## config.mk

```make
export PLATFORM = sky130hd
export DESIGN_NAME = pipe_ctrl_n
export DESIGN_NICKNAME = d
export VERILOG_FILES = /design/src/rtl/pipe_ctrl_n.sv
export SDC_FILE = /design/constraint.sdc
export NUM_CORES = 1
export LEC_CHECK = 0
export ABC_AREA = 1
export ABC_CLOCK_PERIOD_IN_PS = 1500
export CAP_MARGIN = 20
export CORE_UTILIZATION = 42
export DETAILED_ROUTE_END_ITERATION = 6
export PLACE_DENSITY = 0.76
export REMOVE_ABC_BUFFERS = 1
export SLEW_MARGIN = 20
export SYNTH_ARGS = -nofsm -noshare
export SYNTH_HDL_FRONTEND = slang
export SYNTH_SLANG_ARGS = --single-unit
```

## constraint.sdc

```tcl
create_clock -name clk -period 1.5 [get_ports clk]
set_input_delay 0.15 -clock clk [delete_from_list [all_inputs] [get_ports clk]]
set_output_delay 0.15 -clock clk [all_outputs]
set_load 0.005 [all_outputs]
```

## src/rtl/pipe_ctrl_n.sv

```systemverilog
// rtl/pipe_ctrl_n.sv - N-stage pipeline hold/bubble/flush controller with exception redirect engine
module pipe_ctrl_n #(
    parameter int          STAGES     = 5,
    parameter logic [31:0] EXC_VECTOR = 32'hBFC00380,
    parameter int          CNT_W      = 32
) (
    input  logic              clk,
    input  logic              rst,
    input  logic [STAGES-1:0] stallreq,
    input  logic              exc_valid,
    input  logic              exc_is_eret,
    input  logic [31:0]       exc_epc,
    input  logic              perf_clr,
    output logic [STAGES-1:0] stall,
    output logic [STAGES-1:0] bubble,
    output logic [STAGES-1:0] flush,
    output logic              redirect_valid,
    output logic [31:0]       redirect_pc,
    output logic              busy,
    output logic [CNT_W-1:0]  stall_cnt
);

    typedef enum logic [1:0] {IDLE, FLUSH, REDIR} state_t;

    state_t            state;
    logic [STAGES-1:0] held;
    logic [STAGES-1:0] gap;
    logic [STAGES-1:0] flush_q;
    logic              busy_q;
    logic              redirect_q;
    logic              any_req;
    logic              run;
    logic              acc;

    assign any_req = |stallreq;
    // Stall control only applies in IDLE and is forced quiet while reset is asserted.
    assign run     = rst && (state == IDLE);

    // A hold at stage k must also hold every upstream register; the first
    // register past the highest holder receives a bubble.
    always_comb begin
        acc  = 1'b0;
        held = '0;
        gap  = '0;
        for (int j = STAGES - 1; j >= 0; j--) begin
            acc     = acc | stallreq[j];
            held[j] = acc;
        end
        for (int j = 1; j < STAGES; j++) begin
            gap[j] = held[j-1] & ~held[j];
        end
    end

    assign stall          = run ? held : '0;
    assign bubble         = run ? gap  : '0;
    assign flush          = flush_q;
    assign busy           = busy_q;
    assign redirect_valid = redirect_q;

    always_ff @(posedge clk or negedge rst) begin
        if (!rst) begin
            state       <= IDLE;
            redirect_pc <= 32'h0;
            flush_q     <= '0;
            busy_q      <= 1'b0;
            redirect_q  <= 1'b0;
        end else begin
            case (state)
                IDLE: begin
                    redirect_q <= 1'b0;
                    if (exc_valid) begin
                        state       <= FLUSH;
                        redirect_pc <= exc_is_eret ? exc_epc : EXC_VECTOR;
                        flush_q     <= '1;
                        busy_q      <= 1'b1;
                    end else begin
                        flush_q <= '0;
                        busy_q  <= 1'b0;
                    end
                end
                FLUSH: begin
                    // PC register keeps its slot so IF can load the redirect target.
                    state      <= REDIR;
                    flush_q    <= {{(STAGES-1){1'b1}}, 1'b0};
                    busy_q     <= 1'b1;
                    redirect_q <= 1'b1;
                end
                default: begin
                    state      <= IDLE;
                    flush_q    <= '0;
                    busy_q     <= 1'b0;
                    redirect_q <= 1'b0;
                end
            endcase
        end
    end

    always_ff @(posedge clk or negedge rst) begin
        if (!rst) begin
            stall_cnt <= '0;
        end else if (perf_clr) begin
            stall_cnt <= '0;
        end else if (state == IDLE && any_req && stall_cnt != '1) begin
            stall_cnt <= stall_cnt + 1'b1;
        end
    end

endmodule

```

==> metrics.csv <==
stage;metric;value;unit
global_routing;grt ovf;0;
setup_path;Worst setup EP type;flip-flop;
setup_path;Crit. Startpoint;state[1];
timing;fin crit share;114;%
routing;M1 WL;5.33;mm
yosys;EDFF count, synth;0;
setup_path;CP top delay family;buffers and inverters;
finish;Filler cells;519;
finish;layout cells sized above 1;32.8;%
placed_design;RePlAce Congestion;0.865;
routing;DR vias/cell;5.41;
yosys;top cell type's share of synthesized area;45.7;%
timing;final worst path period need;1700;ps
floorplanning;Die Width;96.9;um
setup_path;CP peak stage delay;410;ps
global_routing;GRT Overall Usage;28.9;%
yosys;Seq cells post-synth;69;
placed_design;count of input and output buffers;121;
timing;Hold Fails Final Rpt;0;
clock_tree;CTS root buffer;clkbuf_8;
setup_path;RR Endpoint;stall_cnt[17];
placed_design;hpwl dp;8.34;mm
routing;Top Metal Used;met4;
finish;nets@finish;796;
floorplanning;core area;0.00872;sq mm
setup_path;Req. time, crit path;1740;ps
yosys;top-count cell post-synth;nand2_1;
setup_path;CP max stage cell;dfrtp_1;
timing;Pins Over Slew Limit;0;
power;highest ir drop seen on vdd;0.732;mV
floorplanning;Die Height;96.9;um
timing;RSZ-0062 raised after global routing;yes;
yosys;Distinct cells, synth;29;
setup_path;CP Class;flip-flop to flip-flop;
yosys;Top FF cell, synth;dfrtp_1;
routing;met3 wire length;1.42;mm
clock_tree;H-tree depth;3;
clock_tree;CTS max path bufs;2;
finish;ANT cells;0;
finish;Area Growth Syn to Fin;79.0;%
floorplanning;die area;0.00938;sq mm
routing;DR WL/cell;16.8;um
clock_tree;clock buffer count from CTS;9;
routing;via count;4685;
power;Pleak;3.56;nW
setup_path;worst r2r path cells;12;
yosys;Post-synth ARST share;100;%
yosys;top post-synthesis cells by count;nand2_1 (164), nor2_1 (84), dfrtp_1 (69);
yosys;register area share after synthesis;45.7;%
timing;setup slack after layout;-204;ps
clock_tree;clk_lat worst skew;360;ps
yosys;Syn Inst Count;530;
yosys;Synth area leaders;dfrtp_1 (46%), nand2_1 (16%), nor2_1 (8.3%), nand3_1 (6.8%), inv_1 (4.2%);
floorplanning;num rows;34;
clock_tree;clock sinks;69;
setup_path;r2r startpoint;state[1];
timing;Clock Skew;9.22;ps
yosys;Syn. warnings;0;
clock_tree;CTS tree;done;
yosys;largest area contributor in the netlist;dfrtp_1;
global_routing;vias in the first global route;4701;
setup_path;CP Buf/Inv Count;6;
routing;Initial DRC Count;412;
routing;drt pass-1 iters;7;
setup_path;CP cell instances;nor2_2 -> buf_6 -> buf_6 -> nand2_4 -> inv_4 -> buf_6 -> nand2_4 -> nand2_8 -> buf_12 -> clkinv_8 -> nand2_4 -> nand2_2;
setup_path;critical path arrival;1950;ps
outcome;status;finished with violations;
flow_run;Max-cap violations;0;
setup_path;maximum fanout along the worst path;7;
power;Cell Pwr Density;793;mW/mm^2
yosys;syn avg cell area;7.13;sq um
outcome;failing checks;design-rule violations, negative setup slack;
routing;DR DRC count;1;
routing;Met2 Wirelength;7.19;mm
power;total power;0.00536;W
floorplanning;Starting Density;43.3;%
placed_design;Setup Slack @ Placement;-382;ps
routing;final WL;14.5;mm
global_routing;initial antenna violation count;0;
floorplanning;Ports;123;
setup_path;number of cells on the critical path;12;
timing;FMAX;587;MHz
yosys;mapped cell area;0.00378;sq mm
timing;Slew @ Worst Pin;572;ps
hold_path;HP Class;input port to async pin;
global_routing;first-pass GRT wire length;21.8;mm
setup_path;CP Launch Type;flip-flop;
timing;final setup fails;65;
setup_path;Setup crit end;stall_cnt[17];
clock_tree;Clock Pin Slew Worst Setup and Hold Paths;80;ps
setup_path;flop2flop setup slack;-200;ps
global_routing;largest net degree at the start of global routing;46;
routing;Detail Route Antenna Nets;0;
finish;fin util;77.6;%
timing;relative slew slack;61.9;%
-- metal layers --
| layer | vias to the layer above | global-route usage [%] |
|---|---|---|
| met5 | - | 0 |
| met4 | 0 | 14.5 |
| met3 | 68 | 8.38 |
| met2 | 296 | 48.0 |
| met1 | 2199 | 34.0 |
| li1 | 2122 | - |
-- worst min-delay path, cell delays in order --
cell            delay, ps
buf_2                 140
dlymetal6s4s_1        280
buf_4                 210
-- through the flow --
step | instances | setup TNS, ps | cell area, sq um | hold WS (ps)
3_5_place_dp | 806 | -7160 | 5540 | 126
3_3_place_gp | 806 | -5640 | 5540 | 127
5_1_grt | 866 | -10010 | 6770 | 82.4
6_report | 866 | -6370 | 6770 | 75.8
2_1_floorplan | 506 | -24360 | 3650 | -146
4_1_cts | 851 | -6270 | 6270 | 342
-- flip-flops by register name, summed over array words and instances (netlist names) --
name,flops
flush,2
redirect_pc,32
redirect_valid,1
stall_cnt,32
state,2
-- final cells by class --
type,instances,area (sq um),share of cell area [%]
Multi-Input combinational cell,392,2190,32.4
Timing Repair inverter,3,48.8,0.721
Inverter,45,190,2.81
Tap cell,108,135,2.00
Sequential cell,69,1730,25.5
Timing Repair Buffer,233,2280,33.6
Clock buffer,10,128,1.89
Clock inverter,6,71.3,1.05
-- power breakdown --
part | internal, W | switching [W] | leakage, nW
logic | 0.000865 | 0.000759 | 2.57
registers | 0.00205 | 0.000117 | 0.891
clock network | 0.000783 | 0.000795 | 0.0935
-- how the worst min path moves through the flow --
stage                startpoint              end  cells past startpoint
floorplan                   rst         flush[0]                      0
finish                      rst    stall_cnt[17]                      3
CTS                 exc_epc[10]  redirect_pc[10]                      3
global route                rst    stall_cnt[16]                      3
detailed placement          rst    stall_cnt[18]                      2
global placement            rst    stall_cnt[16]                      2
-- cells in the final DEF (no fill, tap or decap), types with 4 or more instances in the layout --
master,count
xor2_1,5
a21oi_1,17
clkbuf_2,4
nand3_1,33
nor2_1,73
nor2_2,11
nand2_1,116
buf_2,6
buf_4,72
clkdlybuf4s50_1,81
nor2_4,8
buf_6,28
clkbuf_8,9
nand2_4,17
dlymetal6s2s_1,15
nand2_2,37
inv_1,39
dfrtp_1,69
dlygate4sd2_1,15
buf_12,4
nand4_1,13
nand3_2,18
o21ai_0,23
-- repair_timing --
item,CTS,global route
endpoints found under the hold margin,24,0
endpoints found under the setup margin,59,91
pin swaps,16,33
gates resized for setup,127,99
gates cloned,5,6
hold buffers,1,0
buffers inserted,23,10
-- cells by family after synthesis --
| logic type | share of synthesized area, % |
|---|---|
| AOI/OAI and AO/OA | 6.82 |
| xor gates and xnor gates | 1.85 |
| adders and majority gates | 0.331 |
| buffers and inverters | 8.08 |
| DFF | 45.7 |
| other | 0.0992 |
| and+or+nand+nor | 37.1 |
(Power assumes the default switching activity.)
